### config.mk
export PLATFORM = sky130hd
export DESIGN_NAME = neurram_reg_control_multi
export DESIGN_NICKNAME = d
export VERILOG_FILES = /design/src/rtl/neurram_reg_control_multi.sv
export SDC_FILE = /design/constraint.sdc
export NUM_CORES = 1
export LEC_CHECK = 0
export CORE_UTILIZATION = 46
export CTS_BUF_LIST = sky130_fd_sc_hd__clkbuf_16
export CTS_CLUSTER_DIAMETER = 40
export DETAILED_ROUTE_END_ITERATION = 10
export PLACE_DENSITY = 0.74
export SETUP_SLACK_MARGIN = 0.3
export SYNTH_ARGS = -nofsm -noshare
export SYNTH_HDL_FRONTEND = slang
export SYNTH_SLANG_ARGS = --single-unit
export TNS_END_PERCENT = 20
### constraint.sdc
create_clock -name i_clk -period 1.8 [get_ports i_clk]
set_input_delay 0.45 -clock i_clk [delete_from_list [all_inputs] [get_ports i_clk]]
set_output_delay 0.45 -clock i_clk [all_outputs]
set_load 0.01 [all_outputs]
### src/rtl/neurram_reg_control_multi.sv
// Register-chain controller for N_CH neuron/input register chains.
// Sequences SPI bulk shift, timed random-access writes and neuron read-out,
// and reports busy/done/error to the host sequencer.
module neurram_reg_control_multi #(
    parameter int unsigned N_CH    = 2,
    parameter int unsigned SETUP_W = 1,
    parameter int unsigned PULSE_W = 1,
    parameter int unsigned TIMEOUT = 255,
    parameter int unsigned CNT_W   = 8
) (
    input  logic            i_clk,
    input  logic            i_rst,
    input  logic            i_spi_trigger,
    input  logic            i_rand_access_trigger,
    input  logic [N_CH-1:0] i_rand_access_ch_mask,
    input  logic            i_rand_access_vert,
    input  logic [N_CH-1:0] i_neuron_read_trigger,
    input  logic            i_shift_fwd,
    input  logic            i_inf_fwd,
    input  logic            i_state_spi_clk,
    input  logic            i_state_spi_idle,
    output logic [N_CH-1:0] o_spi_clk,
    output logic [1:0]      o_reg_config,
    output logic            o_reg_write_enable_horz,
    output logic            o_reg_write_enable_vert,
    output logic            o_busy,
    output logic            o_done,
    output logic            o_error
);

    localparam int unsigned CH_W = (N_CH > 1) ? $clog2(N_CH) : 1;

    // Counter load values: each phase counts down to zero inclusive
    localparam logic [CNT_W-1:0] TIMEOUT_LOAD = CNT_W'(TIMEOUT - 1);
    localparam logic [CNT_W-1:0] SETUP_LOAD   = CNT_W'(SETUP_W - 1);
    localparam logic [CNT_W-1:0] PULSE_LOAD   = CNT_W'(PULSE_W - 1);

    typedef enum logic [2:0] {
        StIdle    = 3'd0,
        StSpiTrig = 3'd1,
        StSpi     = 3'd2,
        StRaSetup = 3'd3,
        StRaPulse = 3'd4,
        StNread   = 3'd5
    } state_e;

    state_e            r_state, w_state_next;
    logic [CNT_W-1:0]  r_cnt, w_cnt_next;
    logic [N_CH-1:0]   r_mask, w_mask_next;
    logic              r_vert, w_vert_next;
    logic [CH_W-1:0]   r_ch, w_ch_next;
    logic              r_done, w_done_next;
    logic              r_error, w_error_next;
    logic [CH_W-1:0]   w_low_ch;
    logic [N_CH-1:0]   w_ch_onehot;

    // Lowest-index neuron read request wins
    always_comb begin
        w_low_ch = '0;
        for (int i = int'(N_CH) - 1; i >= 0; i--) begin
            if (i_neuron_read_trigger[i]) begin
                w_low_ch = CH_W'(i);
            end
        end
    end

    assign w_ch_onehot = N_CH'(1) << r_ch;

    // State register plus counter, latched operands and status pulses
    always_ff @(posedge i_clk) begin
        if (i_rst) begin
            r_state <= StIdle;
            r_cnt   <= '0;
            r_mask  <= '0;
            r_vert  <= 1'b0;
            r_ch    <= '0;
            r_done  <= 1'b0;
            r_error <= 1'b0;
        end else begin
            r_state <= w_state_next;
            r_cnt   <= w_cnt_next;
            r_mask  <= w_mask_next;
            r_vert  <= w_vert_next;
            r_ch    <= w_ch_next;
            r_done  <= w_done_next;
            r_error <= w_error_next;
        end
    end

    // Next-state, counter and latch logic
    always_comb begin
        w_state_next = r_state;
        w_cnt_next   = r_cnt;
        w_mask_next  = r_mask;
        w_vert_next  = r_vert;
        w_ch_next    = r_ch;
        w_done_next  = 1'b0;
        w_error_next = 1'b0;
        case (r_state)
            StIdle: begin
                if (i_spi_trigger) begin
                    w_state_next = StSpiTrig;
                    w_cnt_next   = TIMEOUT_LOAD;
                end else if (i_rand_access_trigger) begin
                    w_state_next = StRaSetup;
                    w_mask_next  = i_rand_access_ch_mask;
                    w_vert_next  = i_rand_access_vert;
                    w_cnt_next   = SETUP_LOAD;
                end else if (|i_neuron_read_trigger) begin
                    w_state_next = StNread;
                    w_ch_next    = w_low_ch;
                end
            end
            StSpiTrig: begin
                if (!i_state_spi_idle) begin
                    w_state_next = StSpi;
                end else if (r_cnt == '0) begin
                    w_state_next = StIdle;
                    w_error_next = 1'b1;
                end else begin
                    w_cnt_next = r_cnt - CNT_W'(1);
                end
            end
            StSpi: begin
                if (i_state_spi_idle) begin
                    w_state_next = StIdle;
                    w_done_next  = 1'b1;
                end
            end
            StRaSetup: begin
                if (r_cnt == '0) begin
                    w_state_next = StRaPulse;
                    w_cnt_next   = PULSE_LOAD;
                end else begin
                    w_cnt_next = r_cnt - CNT_W'(1);
                end
            end
            StRaPulse: begin
                if (r_cnt == '0) begin
                    w_state_next = StIdle;
                    w_done_next  = 1'b1;
                end else begin
                    w_cnt_next = r_cnt - CNT_W'(1);
                end
            end
            StNread: begin
                // Only the latched chain matters; other request bits are ignored
                if (!i_neuron_read_trigger[r_ch]) begin
                    w_state_next = StIdle;
                    w_done_next  = 1'b1;
                end
            end
            default: w_state_next = StIdle;
        endcase
    end

    // Output decode from the state register
    always_comb begin
        o_spi_clk               = '0;
        o_reg_config            = 2'b00;
        o_reg_write_enable_horz = 1'b0;
        o_reg_write_enable_vert = 1'b0;
        o_busy                  = 1'b0;
        case (r_state)
            StSpiTrig: begin
                o_reg_config            = {i_shift_fwd, 1'b1};
                o_reg_write_enable_horz = 1'b1;
                o_reg_write_enable_vert = 1'b1;
                o_busy                  = 1'b1;
            end
            StSpi: begin
                o_spi_clk               = {N_CH{i_state_spi_clk}};
                o_reg_config            = {i_shift_fwd, 1'b1};
                o_reg_write_enable_horz = 1'b1;
                o_reg_write_enable_vert = 1'b1;
                o_busy                  = 1'b1;
            end
            StRaSetup: begin
                o_reg_config            = 2'b10;
                o_reg_write_enable_horz = ~r_vert;
                o_reg_write_enable_vert = r_vert;
                o_busy                  = 1'b1;
            end
            StRaPulse: begin
                o_spi_clk               = r_mask;
                o_reg_config            = 2'b10;
                o_reg_write_enable_horz = ~r_vert;
                o_reg_write_enable_vert = r_vert;
                o_busy                  = 1'b1;
            end
            StNread: begin
                o_spi_clk               = w_ch_onehot;
                o_reg_write_enable_horz = i_inf_fwd;
                o_reg_write_enable_vert = ~i_inf_fwd;
                o_busy                  = 1'b1;
            end
            default: ;
        endcase
    end

    assign o_done  = r_done;
    assign o_error = r_error;

endmodule
==> results of run 1 <==
## flip-flops by register name, summed over array words and instances, names as in the netlist
name and flops:
r_state 3, r_cnt 8, o_error 1, r_mask 2, r_vert 1, o_done 1
r_ch 1
## kinds of logic after synthesis
family                     count (synthesis)
DFF                                       17
buffers and inverters                     24
adders and majority gates                  2
and+or+nand+nor                           51
muxes                                      2
xor gates and xnor gates                   2
AOI/OAI and AO/OA                         54
## synthesized netlist by cell type (2+ instances only)
cell type | number | area (µm²)
dfxtp_1 | 17 | 340.3
a21oi_1 | 13 | 65.06
inv_1 | 11 | 41.29
a211oi_1 | 8 | 60.06
nand2_1 | 8 | 30.03
nand3_1 | 8 | 40.04
nor2_1 | 7 | 26.28
clkbuf_1 | 6 | 22.52
o32ai_1 | 6 | 52.55
o21ai_0 | 5 | 25.02
a31oi_1 | 4 | 25.02
nor3_1 | 4 | 20.02
a221oi_1 | 3 | 26.28
nor4_1 | 3 | 18.77
or2_2 | 3 | 18.77
a21o_1 | 2 | 15.01
buf_1 | 2 | 7.510
buf_2 | 2 | 10.01
buf_6 | 2 | 22.52
ha_1 | 2 | 25.02
mux2i_1 | 2 | 20.02
nand2b_1 | 2 | 12.51
nor2b_1 | 2 | 12.51
or3_1 | 2 | 12.51
or4_1 | 2 | 15.01
## through the flow
stage | hold slack [ns] | utilization | worst slack (ns) | setup TNS, ns
after floorplan | 0.4357 | - | 0.01416 | 0
after global placement | 0.4470 | 0.6828 | -0.4790 | -4.563
after detailed placement | 0.4556 | 0.6828 | -0.5545 | -4.938
after CTS | 0.4630 | 0.7505 | 0.02806 | 0
after global routing | 0.4916 | 0.8444 | -0.05464 | -0.1160
final | 0.4819 | 0.8444 | 0.03063 | 0
## cell type report
class                      count  area [µm²]  share of cell area
multi-input combinational    111       989.7              0.4731
inverter                      11       41.29             0.01974
tap                           30       37.54             0.01794
sequential                    17       354.1              0.1693
clock inverter                 1       3.754            0.001794
clock buffer                   3       75.07             0.03589
timing repair buffer          66       590.6              0.2823
## worst min-delay path, delay by kind of cell, from the launching register on
| family | cells | cell delay [ns] |
|---|---|---|
| AND/OR/NAND/NOR | 1 | 0.07 |
| flip-flops | 1 | 0.32 |
| AO/OA/AOI/OAI | 1 | 0.05 |
## worst max-delay path by stage
stage,start,to,cells after the start,slack [ns]
2_1_floorplan,r_state[1],r_cnt[0],6,0.01
3_3_place_gp,i_inf_fwd,o_reg_write_enable_horz,4,-0.48
3_5_place_dp,i_inf_fwd,o_reg_write_enable_horz,4,-0.55
4_1_cts,r_state[1],r_cnt[0],7,0.03
5_1_grt,r_cnt[3],r_cnt[6],6,-0.05
6_report,r_state[1],r_cnt[0],5,0.03
## what timing repair did
item                       in CTS  in global routing
setup buffers                   5                  2
pin swaps                       9                 22
resized for setup              48                 54
setup endpoints to repair      25                 26
cloned                          1                  0
## metal layers
layer | GRT usage | wire, µm | vias up
li1 | - | - | 694
met1 | 0.3921 | 1959 | 737
met2 | 0.4646 | 2275 | 105
met3 | 0.05172 | 370 | 16
met4 | 0.1579 | 95 | 0
met5 | 0 | 0 | -
## power by group through the flow
| stage | sequential, mW | clock, mW | combinational [mW] |
|---|---|---|---|
| detailed placement | 0.599 | 0 | 2.03 |
| global route | 0.670 | 0.469 | 2.86 |
| finish | 0.658 | 0.454 | 2.72 |
| floorplan | 0.555 | 0 | 1.25 |
| CTS | 0.618 | 0.452 | 2.18 |
| global placement | 0.594 | 0 | 1.97 |
==> results.cfg, run 1 <==
[sta]
final-setup-viol-count = 0
final.min_clock_period_ns = 1.769
fmax_mhz = 565.2
fin_crit_sh = 0.9830
finalMaxSlewViolations = 0
hold_viol = 0
worstMarginPinSlew_ns = 0.4220
relSlewSlack = 0.7160
clock_skew_ns = 0.002290
rsz0062_at_grt = true

[placement]
post_dp_cell_area_um2 = 1692
dpl.hpwl_um = 2699
gp_congestion = 0.8564
port-buffer-count = 21
dp_cells = 227

[detailed_routing]
drt-wirelength-per-cell_um = 19.67
drc = 0
drtIter0Drc = 90
drtPass1Iterations = 5
ant_nets = 0
routed_wl_um = 4700
detail_route.vias_per_cell = 6.494
vias = 1552

[critical_path]
critPathMaxStageDelay_ns = 0.48
crit_type = reg -> reg
r2r_cells = 5
cp_cell_sequence = or3b_4 -> buf_6 -> a22oi_4 -> or4b_4 -> a21oi_2
rr_startpoint = r_state[1]
path_buf_inv = 1
cp.required_ns = 1.98
cpMaxStageDelayCell = or4b_4
crit_fanout = 8
startpoint_type = flop
path_delay_family = simple AND/OR/NAND/NOR gates
worst_ep_arrival_time_ns = 1.95
r2r_end = r_cnt[0]
crit_path_end_kind = flop
rrSetupSlack_ns = 0.03

[logic_synthesis]
yosysSeqAreaShare = 0.2810
synth_edf_count = 0
avgSynthCellArea_um2 = 7.968
syn-instance-count = 152
synth-xor-area-share = 0.01446
synth_compound_area_frac = 0.3244
yosysUniqueCellTypes = 51
synth_mux_area_frac = 0.01653
synthFlopType = dfxtp_1
ys_ff_latch = 17
async_reset_ff_frac = 0
synth_nets = 167
yosys.area_share.adder = 0.02066
synth-simple-area-share = 0.2510
synth_top_family_by_area = compound AO/OA/AOI/OAI gates
yosysWarnings = 0
netlist_area_um2 = 1211

[clock_network]
clk-insertion-delay-late_ns = 0.25
path_clk_slew_ns = 0.05
cts_max_level = 1
cts_hold_buf = 0
cts_buffer_depth = 2
numCtsBuffers = 3
cts_tree = yes
cts-root-buf = clkbuf_16
clock-sinks = 17

[power_and_ir_drop]
cellLeakagePower_nw = 0.9138
p_total_mw = 3.831
switching_power_mw = 1.624
power_density_nw_per_um2 = 1831
p_sw_frac = 0.4239
peakVddDrop_v = 0.001553
power_frac_comb = 0.710
seq_power_share = 0.172
power.internal_mw = 2.207
pwr-share-clk = 0.119

[global_route]
gr-total-overflow = 0
antenna_found_initial = 0
grt_pass1_wl_um = 6113
grt.total_usage = 0.3008
grt_pass1_vias = 1340
grt_max_degree = 19

[worst_hold_path]
whs_path_depth = 2
hp-class = reg -> reg
hold_end = r_mask[0]
worstHoldStart = r_mask[0]

[layout]
fillers = 140
most-common-layout-cells = buf_4, dfxtp_1, a21oi_1, buf_6, inv_1
final_common_cell = buf_4
n_antenna_cell = 0
drive_gt1_frac = 0.4976
finalInstanceArea_um2 = 2092
stdcell_count = 239
syn_to_final_growth_pct = 72.73
fin_nets = 225

[floorplanning]
coreArea_um2 = 2477
die_area_um2 = 2842
ios = 22
initial_core_util = 0.4889
die_h_um = 53.31
die_w_um = 53.31
rows = 18

[job]
maxCapViolCount = 0

[status]
status = complete, no violations
Power figures use the tool's default switching activity.
==> run 2, diff against run 1 <==
- SKIP_LAST_GASP: default -> 1
==> results.cfg, run 2 (synthesis results as in run 1) <==
[status]
status = complete, no violations

[floorplanning]
initial_core_util = 0.4889
die_h_um = 53.31
ios = 22
die_area_um2 = 2842
rows = 18
die_w_um = 53.31
coreArea_um2 = 2477

[critical_path]
rrSetupSlack_ns = 0.03
crit_fanout = 5
crit_type = reg -> reg
cp.required_ns = 1.99
rr_startpoint = r_cnt[0]
r2r_cells = 7
crit_path_end_kind = flop
r2r_end = r_cnt[0]
startpoint_type = flop
worst_ep_arrival_time_ns = 1.96

[sta]
finalMaxSlewViolations = 0
setup_ws_ns = 0.02902
rsz0062_at_grt = true
fin_crit_sh = 0.9839
worstMarginPinSlew_ns = 0.5381
final.min_clock_period_ns = 1.771
final-setup-viol-count = 0
timing.hold.ws_ns = 0.4614
clock_skew_ns = 0.002940
relSlewSlack = 0.6380
hold_viol = 0
fmax_mhz = 564.7

[global_route]
grt_pass1_vias = 1340
grt.total_usage = 0.3008
gr-total-overflow = 0
antenna_found_initial = 0
grt_max_degree = 19
grt_pass1_wl_um = 6113

[clock_network]
cts_max_level = 1
cts-root-buf = clkbuf_16
path_clk_slew_ns = 0.05
cts_hold_buf = 0
clk-insertion-delay-late_ns = 0.25
clock-sinks = 17
cts_tree = yes
cts_buffer_depth = 2
numCtsBuffers = 3

[worst_hold_path]
hold_end = r_mask[1]
whs_path_depth = 2
hp-class = reg -> reg
worstHoldStart = r_mask[1]

[layout]
fin_nets = 225
drive_gt1_frac = 0.4258
fin_util = 0.8030
regMostFlops = r_cnt
largest_reg_flops = 8
top_regs = r_cnt (8), r_state (3), r_mask (2)
n_antenna_cell = 0
final_common_cell = buf_4
syn_to_final_growth_pct = 64.26
finalInstanceArea_um2 = 1989
most-common-layout-cells = buf_4, dfxtp_1, inv_1, a21oi_1, clkdlybuf4s50_1

[placement]
gp_congestion = 0.8564
post_dp_cell_area_um2 = 1692
pre_cts_slack_ns = -0.5545
port-buffer-count = 21
dpl.hpwl_um = 2699

[detailed_routing]
drc = 0
detail_route.vias_per_cell = 6.448
drt-wirelength-per-cell_um = 19.50
vias = 1541
routed_wl_um = 4660
ant_nets = 0
drtIter0Drc = 75
drtPass1Iterations = 4

[power_and_ir_drop]
switching_power_mw = 1.553
pwr-share-clk = 0.123
peakVddDrop_v = 0.001493
power.internal_mw = 2.124
cellLeakagePower_nw = 0.8322
p_total_mw = 3.677
seq_power_share = 0.178
power_density_nw_per_um2 = 1848
power_frac_comb = 0.700
p_sw_frac = 0.4223

[job]
maxCapViolCount = 0
## run 2: changes by cell type in the layout (fill, tap and decap cells not counted), sizes merged
cell / delta
clkdlybuf4s50: +4
dlymetal6s2s: -4
## run 2: worst max path at each step
stage	from	to	slack, ns	cells after the start
finish	r_cnt[0]	r_cnt[0]	0.03	7
detailed placement	i_inf_fwd	o_reg_write_enable_horz	-0.55	4
global route	r_cnt[1]	r_cnt[2]	-0.06	8
global placement	i_inf_fwd	o_reg_write_enable_horz	-0.48	4
CTS	r_state[1]	r_cnt[0]	0.03	7
floorplan	r_state[1]	r_cnt[0]	0.01	6
## run 2: repair_timing
action,in CTS,in global routing
buffers inserted,5,2
resized for setup,48,28
setup endpoints to repair,25,26
pin swaps,9,8
gates cloned,1,0
## run 2: area by class of cell
cell class / instances / area, µm²
clock inverter: 1 / 3.754
fill: 161 / 488.0
sequential: 17 / 354.1
multi-input combinational: 111 / 912.1
tap: 30 / 37.54
timing repair buffer: 66 / 565.5
inverter: 11 / 41.29
clock buffer: 3 / 75.07
## run 2: routing by layer
layer,global-route usage,routed length (µm),part of all wire
met5,0,0,0
met3,0.05172,453,0.097
met4,0.1579,149,0.032
met2,0.4646,2283,0.49
met1,0.3921,1774,0.38
## run 2: through the flow
step           TNS [ns]  instances
6_report              0        239
5_1_grt         -0.1315        239
4_1_cts               0        237
3_5_place_dp     -4.938        227
3_3_place_gp     -4.563        227
2_1_floorplan         0        152
## run 2: critical path, stage by stage (launching register included)
cell      delay, ns
dfxtp_2        0.35
inv_1          0.06
ha_2           0.19
nor4bb_4       0.16
buf_4          0.17
a22oi_4        0.16
or4b_4         0.48
a21oi_2        0.12
## run 2: power groups by stage
stage / clock [mW] / sequential [mW] / combinational, mW
after floorplan: 0 / 0.555 / 1.25
after global placement: 0 / 0.594 / 1.97
after detailed placement: 0 / 0.599 / 2.03
after CTS: 0.452 / 0.618 / 2.18
after global routing: 0.467 / 0.664 / 2.72
final: 0.450 / 0.654 / 2.57
